$ cat src/rtl/fetch_unit.sv
// fetch_unit: instruction fetch stage of the RISC-V core.
// Holds the PC, issues one word request at a time to instruction memory,
// and hands each fetched instruction (with its PC and pre-split op/func3/
// func7 fields) to decode. Redirects from execute replace the PC and cause
// any stale in-flight response to be dropped.
//
// Build option: define FETCH_ALIGN_CHECK_EN to trap misaligned redirect
// targets (sticky fault, FAULT state). Without it the low two bits of the
// redirect target are forced to 00 and fault is tied low.
//
// Handshake semantics (both the imem request and the decode channel):
// a transfer happens on a rising edge where valid and ready are both 1.
// Once valid is raised, it and its payload stay stable until the transfer,
// except that a redirect may withdraw an instruction offered to decode.
// Memory returns exactly one response per accepted request, in order, no
// earlier than the cycle after acceptance.

module fetch_unit #(
    parameter int              XLEN     = 32,
    parameter logic [XLEN-1:0] RESET_PC = '0
) (
    input  logic            clk,
    input  logic            rst,
    // instruction memory request
    output logic            imem_req_valid,
    input  logic            imem_req_ready,
    output logic [XLEN-1:0] imem_req_addr,
    // instruction memory response
    input  logic            imem_rsp_valid,
    input  logic [31:0]     imem_rsp_data,
    // decode side
    output logic            instr_valid,
    input  logic            instr_ready,
    output logic [31:0]     instr,
    output logic [XLEN-1:0] instr_pc,
    output logic [6:0]      op,
    output logic [2:0]      func3,
    output logic [6:0]      func7,
    // redirect from execute
    input  logic            redirect_valid,
    input  logic [XLEN-1:0] redirect_pc,
    // status
    output logic            fault,
    output logic [2:0]      dbg_state
);

    localparam logic [2:0] S_IDLE  = 3'd0;
    localparam logic [2:0] S_REQ   = 3'd1;
    localparam logic [2:0] S_WAIT  = 3'd2;
    localparam logic [2:0] S_HOLD  = 3'd3;
`ifdef FETCH_ALIGN_CHECK_EN
    localparam logic [2:0] S_FAULT = 3'd4;
`endif

    logic [2:0]      state_q,    state_d;
    logic [XLEN-1:0] pc_q,       pc_d;
    logic [31:0]     instr_q,    instr_d;
    logic [XLEN-1:0] instr_pc_q, instr_pc_d;
    logic            discard_q,  discard_d;

    // Redirect qualification: redir_take means the PC is replaced this cycle.
    logic            redir_take;
    logic [XLEN-1:0] redir_target;

`ifdef FETCH_ALIGN_CHECK_EN
    logic fault_q, fault_d;
    logic redir_bad;

    // A misaligned target is trapped instead of being followed; the FAULT
    // state ignores all further redirects.
    always_comb begin
        redir_bad    = redirect_valid && (state_q != S_FAULT) &&
                       (redirect_pc[1:0] != 2'b00);
        redir_take   = redirect_valid && (state_q != S_FAULT) && !redir_bad;
        redir_target = redirect_pc;
    end
`else
    logic unused_redir_lsb;

    // Without the check the target is simply forced to word alignment.
    always_comb begin
        redir_take   = redirect_valid;
        redir_target = {redirect_pc[XLEN-1:2], 2'b00};
    end
    assign unused_redir_lsb = ^redirect_pc[1:0];
`endif

    // Next-state logic: normal fetch sequencing, then redirect overlay on top.
    always_comb begin
        state_d    = state_q;
        pc_d       = pc_q;
        instr_d    = instr_q;
        instr_pc_d = instr_pc_q;
        discard_d  = discard_q;
`ifdef FETCH_ALIGN_CHECK_EN
        fault_d    = fault_q;
`endif

        case (state_q)
            S_IDLE: begin
                state_d = S_REQ;
            end
            S_REQ: begin
                if (imem_req_ready) begin
                    state_d = S_WAIT;
                end
            end
            S_WAIT: begin
                if (imem_rsp_valid) begin
                    if (discard_q) begin
                        // Stale response from before a redirect: drop it.
                        discard_d = 1'b0;
                        state_d   = S_REQ;
                    end else begin
                        instr_d    = imem_rsp_data;
                        instr_pc_d = pc_q;
                        pc_d       = pc_q + XLEN'(4);
                        state_d    = S_HOLD;
                    end
                end
            end
            S_HOLD: begin
                if (instr_ready) begin
                    state_d = S_REQ;
                end
            end
`ifdef FETCH_ALIGN_CHECK_EN
            S_FAULT: begin
                state_d = S_FAULT;
            end
`endif
            default: begin
                state_d = S_IDLE;
            end
        endcase

        if (redir_take) begin
            pc_d = redir_target;
            case (state_q)
                S_REQ: begin
                    // Accepted request now fetches the old PC; drop its reply.
                    if (imem_req_ready) begin
                        discard_d = 1'b1;
                    end
                end
                S_WAIT: begin
                    if (imem_rsp_valid) begin
                        // Reply arriving now is stale: keep previous instr.
                        instr_d    = instr_q;
                        instr_pc_d = instr_pc_q;
                        discard_d  = 1'b0;
                        state_d    = S_REQ;
                    end else begin
                        discard_d = 1'b1;
                    end
                end
                S_HOLD: begin
                    state_d = S_REQ;
                end
                default: begin
                    state_d = S_REQ;
                end
            endcase
        end

`ifdef FETCH_ALIGN_CHECK_EN
        if (redir_bad) begin
            fault_d   = 1'b1;
            discard_d = 1'b0;
            state_d   = S_FAULT;
        end
`endif
    end

    // State and datapath registers with asynchronous reset.
    always_ff @(posedge clk or posedge rst) begin
        if (rst) begin
            state_q    <= S_IDLE;
            pc_q       <= RESET_PC;
            instr_q    <= '0;
            instr_pc_q <= '0;
            discard_q  <= 1'b0;
        end else begin
            state_q    <= state_d;
            pc_q       <= pc_d;
            instr_q    <= instr_d;
            instr_pc_q <= instr_pc_d;
            discard_q  <= discard_d;
        end
    end

`ifdef FETCH_ALIGN_CHECK_EN
    // Sticky misalignment flag, cleared only by reset.
    always_ff @(posedge clk or posedge rst) begin
        if (rst) begin
            fault_q <= 1'b0;
        end else begin
            fault_q <= fault_d;
        end
    end
    assign fault = fault_q;
`else
    assign fault = 1'b0;
`endif

    assign imem_req_valid = (state_q == S_REQ);
    assign imem_req_addr  = pc_q;
    assign instr_valid    = (state_q == S_HOLD);
    assign instr          = instr_q;
    assign instr_pc       = instr_pc_q;
    assign op             = instr_q[6:0];
    assign func3          = instr_q[14:12];
    assign func7          = instr_q[31:25];
    assign dbg_state      = state_q;

endmodule

$ cat config.mk
export PLATFORM = sky130hd
export DESIGN_NAME = fetch_unit
export DESIGN_NICKNAME = d
export VERILOG_FILES = /design/src/rtl/fetch_unit.sv
export SDC_FILE = /design/constraint.sdc
export NUM_CORES = 1
export LEC_CHECK = 0
export CORE_MARGIN = 4
export CORE_UTILIZATION = 45
export DETAILED_ROUTE_END_ITERATION = 8
export PLACE_DENSITY = 0.91
export SETUP_SLACK_MARGIN = 0.2
export SYNTH_ARGS = -nofsm -noshare
export SYNTH_HDL_FRONTEND = slang
export SYNTH_SLANG_ARGS = --single-unit
$ cat constraint.sdc
create_clock -name clk -period 8.33 [get_ports clk]
set_input_delay 1.666 -clock clk [delete_from_list [all_inputs] [get_ports clk]]
set_output_delay 1.666 -clock clk [all_outputs]
set_load 0.01 [all_outputs]
==> results of run 1 <==
how the worst min path moves through the flow:
stage	from	end	slack, ns	cells past startpoint
floorplan	instr[10]$_DFFE_PP0P_	instr[10]$_DFFE_PP0P_	0.55	1
global placement	instr_pc[22]$_DFFE_PP0P_	instr_pc[22]$_DFFE_PP0P_	0.49	1
detailed placement	instr_pc[23]$_DFFE_PP0P_	instr_pc[23]$_DFFE_PP0P_	0.50	1
CTS	instr_pc[23]$_DFFE_PP0P_	instr_pc[23]$_DFFE_PP0P_	0.52	1
global route	instr_pc[15]$_DFFE_PP0P_	instr_pc[15]$_DFFE_PP0P_	0.53	1
finish	instr_pc[18]$_DFFE_PP0P_	instr_pc[18]$_DFFE_PP0P_	0.51	1
Yosys cell counts (5+ instances only):
library cell   n  area, um2
buf_2          6      30.03
nand4_1       10      62.56
o21ai_0       13      65.06
or4_1         11      82.58
xnor2_1        9      78.83
nand2_1       30      112.6
nand3_1       18      90.09
nor4_1         7      43.79
inv_1          7      26.28
o31ai_1       11      82.58
mux2_2        62      698.2
or3_1          5      31.28
a31oi_1       11      68.82
clkbuf_1      12      45.04
dfrtp_1       96       2402
buf_4         22      165.2
nor3_1         8      40.04
nor2_1        15      56.30
cell type report:
class                   count  share of cell area (%)
multi-input cells         252                   28.42
well taps                 133                   2.544
repair buffers            185                   28.16
clock inverters             4                   1.129
clock buffers              12                   2.525
flip-flops and latches     96                   36.73
inverters                   8                  0.4973
cells by family (layout without fill, tap and decap cells):
kind of cell               count (synthesis)  after routing  share of synthesized area (%)
AOI/OAI and AO/OA                         51             51                          7.531
buffers and inverters                     49            209                          6.229
DFF                                       96             96                          53.16
adders and majority gates                  1              1                         0.2768
muxes                                     64             64                          15.89
and+or+nand+nor                          121            121                          15.09
other                                      1              6                        0.08298
xor gates and xnor gates                   9              9                          1.744
layer usage:
metal	wire length, um	GRT usage (%)	vias up	part of all wire, %
met2	6183	34.72	130	51
met1	4983	27.27	1803	41
met5	0	0	-	0
met3	699	5.134	14	5.8
li1	-	-	1731	-
met4	191	7.845	0	1.6
worst register-to-register path, stage by stage, from the launching register on:
cell	delay, ns
dfrtp_1	0.45
nand4bb_4	0.39
or4_4	0.69
or4b_1	0.50
a31oi_1	0.19
state kept, by name (all words and copies together) (netlist names):
| signal | flops |
|---|---|
| instr_pc | 30 |
| instr | 32 |
| dbg_state | 3 |
| imem_req_addr | 30 |
| discard_q | 1 |
power by group through the flow:
stage	sequential, mW	combinational (mW)	clock (mW)
6_report	0.562	0.265	0.357
3_5_place_dp	0.571	0.267	0
5_1_grt	0.572	0.284	0.389
4_1_cts	0.562	0.268	0.366
2_1_floorplan	0.583	0.0943	0
3_3_place_gp	0.566	0.260	0
per-stage QoR:
stage          utilization [%]  cells  setup WS [ns]  hold WS, ns
3_5_place_dp             64.48    674          4.355       0.4951
6_report                 66.92    690          4.722       0.5121
3_3_place_gp             64.48    674          4.403       0.4900
2_1_floorplan                -    397          4.159       0.5512
4_1_cts                  66.92    690          4.743       0.5163
5_1_grt                  66.92    690          4.642       0.5338
cells in the final DEF (no fill, tap or decap), types with 2 or more instances in the layout:
cell,count
clkdlybuf4s50_1,181
dfrtp_1,96
mux2_2,62
nand2_1,30
nand3_1,18
nor2_1,15
o21ai_0,13
clkbuf_8,12
a31oi_1,11
or4_1,11
o31ai_1,11
nand4_1,10
xnor2_1,9
nor4_1,7
nor3_1,7
inv_1,6
conb_1,6
or3_1,5
o211ai_1,4
nor2b_1,4
buf_4,4
o41ai_1,3
a22oi_1,3
mux2i_1,2
a21oi_1,2
and3_1,2
and4_1,2
or4b_1,2
bufinv_16,2
==> impl_metrics.tcl, run 1 <==
set metrics [dict create \
    status "complete, no violations" \
    min_period_ns 3.608 \
    num_vias 3678 \
    core-area_um2 9774 \
    area_delta_synth_final_pct 44.74 \
    initial_utilization_pct 46.24 \
    antenna_left 0 \
    powerDensity_nw_per_um2 181.0 \
    gp_congestion 0.8257 \
    synth_area_per_cell_um2 11.53 \
    synth_warnings 0 \
    r2r-start "dbg_state[2]$_DFF_PP0_" \
    port_buffers 181 \
    finalCritPeriodShare_pct 43.31 \
    nets 623 \
    pin_count 189 \
    multi_input_area_um2 1859 \
    ir_drop_v 0.0001232 \
    clock_latency_ns 0.37 \
    antenna_found_initial 0 \
    startpoint_type "input port" \
    critical_path.top_delay_family "simple AND/OR/NAND/NOR gates" \
    max_freq_mhz 277.2 \
    worstMarginPinSlew_ns 0.8785 \
    cp.arrival_ns 3.89 \
    tritoncts "built" \
    drt_iter0_markers 143 \
    synth_edf_count 0 \
    setup_viol 0 \
    clock-root-buffer "clkbuf_8" \
    path_buf_inv 1 \
    gr-usage-all-layers_pct 21.15 \
    synth.distinct_cells 42 \
    fill_cells 771 \
    drv_slew 0 \
    slew_headroom_pct 40.89 \
    regArea_um2 2402 \
    cts_buffer_depth 2 \
    cap_violations 0 \
    r2r-end "imem_req_addr[31]$_DFFE_PP0P_" \
    post_cts.repair.setup_buffers 0 \
    num_rows 36 \
    finalHoldViolCount 0 \
    clock_skew_ns 0.01063 \
    worstPathRequired_ns 8.61 \
    pwr-share-clk_pct 30.2 \
    end_kind "flip-flop" \
    p_comb_share_pct 22.4 \
    ys_seq_area_share_pct 53.16 \
    clkSlewWorstSetupHoldPaths_ns 0.09 \
    slowest_delay_ns 0.69 \
    fin_tns_setup_ns 0 \
    hold_path.class "flip-flop to flip-flop" \
    placed_area_um2 6302 \
    drive_gt1_share_pct 15.80 \
    cp_max_fo 15 \
    r2r_cells 4 \
    viasPerCell 5.330 \
    grt_max_degree 56 \
    ctsResizeCount 0 \
    ctsHoldBuffers 0 \
    die_h_um 108.2 \
    synth_async_sr_flop_share_pct 100.0 \
    netlist_instances 392 \
    switchingPower_mw 0.3127 \
    grt_pass1_wl_um 19420 \
    grt_pass1_vias 3792 \
    post_drt_wl_per_cell_um 17.47 \
    crit_path_top_delay_cell "or4_4" \
    critPathCapture "imem_req_addr[31]$_DFFE_PP0P_" \
    p_total_mw 1.184 \
    ys.flop_type "dfrtp_1" \
    dr.pass1.iters 4 \
    synth_area_um2 4519 \
    worst-path-stages 5 \
    rsz0062_at_grt "false" \
    hpwl_um 8904 \
    antennaDiodeCount 0 \
    synth_seq_cells 96 \
    die-area_um2 11710 \
    switching_share_pct 26.41 \
    r2r_slack_ns 6.02 \
    drcViolationCount 0 \
    cts.sinks 96 \
    cts_buffers 9 \
    htreeDepth 3 \
    leakage_nw 2.736 \
    grt-ovfl-total 0 \
    p_int_mw 0.8713 \
    crit_chain "clkdlybuf4s50_1 -> nand4bb_4 -> or4_4 -> or4b_1 -> a31oi_1" \
    design_area_um2 6541 \
    path_class "input port to flip-flop" \
    timing.critical_path.from "imem_rsp_valid" \
    power_frac_seq_pct 47.4 \
    wl_um 12060 \
    die_w_um 108.2 \
]
Power figures use the tool's default switching activity.
==> inputs of run 2 (changes only) <==
Settings changed: CORE_UTILIZATION 45 to 39, PLACE_DENSITY 0.91 to 0.84.
Clock period 8.33 ns to 3.02 ns, I/O delays scaled along.
==> impl_metrics.tcl, run 2 (same netlist as run 1, synthesis figures left out) <==
set metrics [dict create \
    design_area_um2 6659 \
    worstMarginPinSlew_ns 0.6208 \
    cts.sinks 96 \
    port_buffers 181 \
    hpwl_um 8986 \
    slowest_delay_ns 0.66 \
    end_kind "flip-flop" \
    clock_latency_ns 0.34 \
    drv_slew 0 \
    antenna_left 0 \
    pin_count 189 \
    die-area_um2 13370 \
    final_common_cell "clkdlybuf4s50_1" \
    final_cell_mix "181 x clkdlybuf4s50_1, 96 x dfrtp_1, 62 x mux2_2, 30 x nand2_1, 18 x nand3_1" \
    fin_tns_setup_ns 0 \
    antenna_found_initial 0 \
    core-area_um2 11370 \
    grt_max_degree 97 \
    viasPerCell 5.238 \
    gp_congestion 0.8177 \
    dr.pass1.iters 4 \
    clock-root-buffer "clkbuf_16" \
    cp_max_fo 13 \
    startpoint_type "input port" \
    cp.arrival_ns 2.73 \
    cts_buffer_depth 2 \
    rsz0062_at_grt "false" \
    whs_ns 0.5080 \
    leakage_nw 2.779 \
    path_class "input port to flip-flop" \
    slew_headroom_pct 58.29 \
    post_cts.repair.setup_buffers 0 \
    cap_violations 0 \
    grt_pass1_wl_um 19050 \
    initial_utilization_pct 39.75 \
    post_drt_wl_per_cell_um 17.03 \
    min_period_ns 2.474 \
    ctsResizeCount 0 \
    drive_gt1_share_pct 15.84 \
    powerDensity_nw_per_um2 512.8 \
    gr-usage-all-layers_pct 18.02 \
    htreeDepth 3 \
    cts_buffers 9 \
    finalCritPeriodShare_pct 81.93 \
    wl_um 12010 \
    clock_skew_ns 0.007442 \
    largest_reg_flops 32 \
    ctsHoldBuffers 0 \
    hold_path.class "flip-flop to flip-flop" \
    worstPathRequired_ns 3.27 \
    drcViolationCount 0 \
    clkSlewWorstSetupHoldPaths_ns 0.06 \
    die_h_um 115.6 \
    nets 628 \
    finalHoldViolCount 0 \
    antennaDiodeCount 0 \
    num_rows 39 \
    grt_pass1_vias 3746 \
    tritoncts "built" \
    max_freq_mhz 404.2 \
    drt_iter0_markers 129 \
    crit_path_top_delay_cell "or4_4" \
    setup_viol 0 \
    placed_area_um2 6366 \
    crit_chain "clkdlybuf4s50_1 -> nand4bb_4 -> or4_4 -> or4_1 -> a31oi_1" \
    num_vias 3693 \
    area_delta_synth_final_pct 47.34 \
    die_w_um 115.6 \
    status "complete, no violations" \
    grt-ovfl-total 0 \
    ir_drop_v 0.0002793 \
]
run 2: cell type report:
| type | instances | area (um2) |
|---|---|---|
| well taps | 143 | 178.9 |
| clock buffers | 14 | 254.0 |
| clock inverters | 2 | 38.79 |
| flip-flops and latches | 96 | 2402 |
| multi-input cells | 252 | 1859 |
| inverters | 8 | 33.78 |
| repair buffers | 190 | 1892 |
| fillers | 987 | 4711 |
run 2: per-stage QoR:
step           total power, mW  setup slack [ns]  util (%)  std cells
2_1_floorplan            1.868            0.9326         -        397
3_3_place_gp             2.292            0.2445     55.99        689
3_5_place_dp             2.321            0.2217     55.99        689
4_1_cts                  3.464            0.5745     58.57        705
5_1_grt                  3.592            0.5192     58.57        705
6_report                 3.415            0.5458     58.57        705
run 2: worst paths after layout:
kind / startpoint / to / slack (ns) / depth (start not counted)
worst max register to register: imem_req_addr[7]$_DFFE_PP0P_ / imem_req_addr[22]$_DFFE_PP0P_ / 0.74 / 4
max in group asynchronous: rst / dbg_state[0]$_DFF_PP0_ / 1.86 / 3
worst max-delay path: imem_rsp_valid / imem_req_addr[23]$_DFFE_PP0P_ / 0.55 / 5
min in group asynchronous: rst / instr[1]$_DFFE_PP0P_ / 0.74 / 3
worst min-delay path: instr[8]$_DFFE_PP0P_ / instr[8]$_DFFE_PP0P_ / 0.51 / 1
worst min register to register: instr[8]$_DFFE_PP0P_ / instr[8]$_DFFE_PP0P_ / 0.51 / 1
run 2: per-layer routing:
| layer | global-route usage (%) | routed length (um) | part of all wire [%] |
|---|---|---|---|
| met3 | 4.700 | 1197 | 10 |
| met2 | 30.32 | 5747 | 48 |
| met5 | 0 | 0 | 0 |
| met1 | 22.73 | 4865 | 41 |
| met4 | 5.955 | 196 | 1.6 |
run 2: critical path, delay by kind of cell:
kind / cells / cell delay, ns
buffers and inverters: 1 / 0.55
and+or+nand+nor: 3 / 1.37
AOI/OAI and AO/OA: 1 / 0.19
run 2: report_power, final:
group	leakage [nW]	switching [mW]	internal (mW)
Combinational	1.39	0.279	0.457
Sequential	1.25	0.135	1.42
Clock	0.141	0.459	0.668
==> inputs of run 3 (changes only) <==
Clock period 3.02 ns to 2 ns, I/O delays scaled along.
==> impl_metrics.tcl, run 3 (same netlist as run 1, synthesis figures left out) <==
set metrics [dict create \
    cts_buffers 9 \
    gr-usage-all-layers_pct 20.80 \
    die_h_um 115.6 \
    route.met3.wl_um 965 \
    area_delta_synth_final_pct 74.56 \
    antennaDiodeCount 0 \
    power_frac_seq_pct 42.2 \
    leakage_nw 3.467 \
    switching_share_pct 27.15 \
    pwr-share-clk_pct 32.6 \
    grt-ovfl-total 0 \
    pin_count 189 \
    design_area_um2 7889 \
    powerDensity_nw_per_um2 695.3 \
    worstPathRequired_ns 2.22 \
    clock-root-buffer "clkbuf_16" \
    drive_gt1_share_pct 31.31 \
    path_class "flip-flop to flip-flop" \
    clock_latency_ns 0.35 \
    nets 692 \
    top_layer_used "met4" \
    max_freq_mhz 519.4 \
    die-area_um2 13370 \
    fill_cells 773 \
    setup_viol 0 \
    cts_buffer_depth 2 \
    p_comb_share_pct 25.2 \
    cp_max_fo 6 \
    antenna_left 0 \
    hpwl_um 9864 \
    die_w_um 115.6 \
    num_rows 39 \
    min_period_ns 1.925 \
    dr.pass1.iters 5 \
    wl_um 15150 \
    fin_tns_setup_ns 0 \
    grt_max_degree 40 \
    ir_drop_v 0.0004184 \
    final_cell_mix "157 x clkdlybuf4s50_1, 83 x dfrtp_1, 61 x mux2_4, 49 x buf_4, 29 x nand2_1" \
    gp_congestion 0.8209 \
    m1WireLength_um 6114 \
    finalHoldViolCount 0 \
    final_common_cell "clkdlybuf4s50_1" \
    hold_path.class "input port to asynchronous set/reset pin" \
    grt_pass1_vias 4251 \
    cap_violations 0 \
    slowest_delay_ns 0.49 \
    crit_path_top_delay_cell "or4_4" \
    ctsHoldBuffers 0 \
    antenna_found_initial 0 \
    cp.arrival_ns 2.14 \
    viasPerCell 5.337 \
    num_vias 4104 \
    status "complete, no violations" \
    end_kind "flip-flop" \
    htreeDepth 3 \
    wl_met2_um 7729 \
    switchingPower_mw 1.489 \
    startpoint_type "flip-flop" \
    port_buffers 181 \
    crit_chain "nand4bb_4 -> or4_4 -> buf_4 -> o41ai_4 -> a31oi_1" \
    post_drt_wl_per_cell_um 19.70 \
    clkSlewWorstSetupHoldPaths_ns 0.07 \
    initial_utilization_pct 39.75 \
    drv_slew 0 \
    largest_reg_flops 32 \
    rsz0062_at_grt "true" \
    p_int_mw 3.996 \
    drcViolationCount 0 \
    placed_area_um2 6721 \
    finalCritPeriodShare_pct 96.27 \
    tritoncts "built" \
    grt_pass1_wl_um 21860 \
    clock_skew_ns 0.007325 \
    core-area_um2 11370 \
    cts.sinks 96 \
    drt_iter0_markers 178 \
]
## run 3: cell types whose count changed in the layout (fill, tap and decap cells not counted), sizes merged
cell,change
buf,+59
clkbuf,+3
clkdlybuf4s50,-24
clkinv,+1
clkinvlp,+2
dlygate4sd2,+11
dlymetal6s2s,+11
inv,+1
## run 3: area by class of cell
type                       count  area [um2]  area share [%]
sequential                    96        2419           30.66
timing repair buffer         254        2658           33.69
clock buffer                  10       239.0           3.029
clock inverter                 6       67.56          0.8565
tap                          143       178.9           2.268
inverter                       8       33.78          0.4282
multi-input combinational    252        2293           29.07
## run 3: repair_timing
action | CTS | global route
buffers inserted | 7 | 10
pin swaps | 8 | 14
cloned | 3 | 7
gates resized for setup | 31 | 107
setup endpoints to repair | 98 | 105
## run 3: path summary, 6_finish.rpt
path / startpoint / endpoint / slack, ns / cells after the start
hold reg to reg: instr_pc[6]$_DFFE_PP0P_ / instr_pc[6]$_DFFE_PP0P_ / 0.52 / 1
setup reg to reg: dbg_state[2]$_DFF_PP0_ / imem_req_addr[29]$_DFFE_PP0P_ / 0.07 / 5
min in group clk: instr_pc[6]$_DFFE_PP0P_ / instr_pc[6]$_DFFE_PP0P_ / 0.52 / 1
max in group asynchronous: rst / instr_pc[13]$_DFFE_PP0P_ / 1.07 / 3
setup / recovery: dbg_state[2]$_DFF_PP0_ / imem_req_addr[29]$_DFFE_PP0P_ / 0.07 / 5
hold / removal: rst / instr_pc[15]$_DFFE_PP0P_ / 0.38 / 2
## run 3: per-layer routing
metal	track usage, %	vias up
met5	0	-
met2	36.11	176
met1	25.70	2033
met4	8.507	0
met3	3.708	25
li1	-	1870
## run 3: worst max-delay path: cells and delay by family, from the launching register on
family                 cells  cell delay, ns
AND/OR/NAND/NOR            2            0.76
AO/OA/AOI/OAI              2            0.45
flip-flops                 1            0.40
buffers and inverters      1            0.18
## run 3: power groups by stage
stage / clock, mW / combinational [mW] / sequential, mW
5_1_grt: 1.91 / 1.47 / 2.34
6_report: 1.79 / 1.38 / 2.31
2_1_floorplan: 0 / 0.399 / 2.43
3_3_place_gp: 0 / 1.24 / 2.32
3_5_place_dp: 0 / 1.27 / 2.33
4_1_cts: 1.82 / 1.28 / 2.30
## run 3: through the flow
step	power [mW]	std cells	utilization, %	hold WS, ns	worst slack, ns
2_1_floorplan	2.833	397	-	0.5199	0.09197
3_3_place_gp	3.551	726	59.12	0.4891	-0.3069
3_5_place_dp	3.602	726	59.12	0.4953	-0.3574
4_1_cts	5.396	752	63.48	0.3811	0.09936
5_1_grt	5.725	769	69.38	0.4012	0.01208
6_report	5.485	769	69.38	0.3825	0.07461
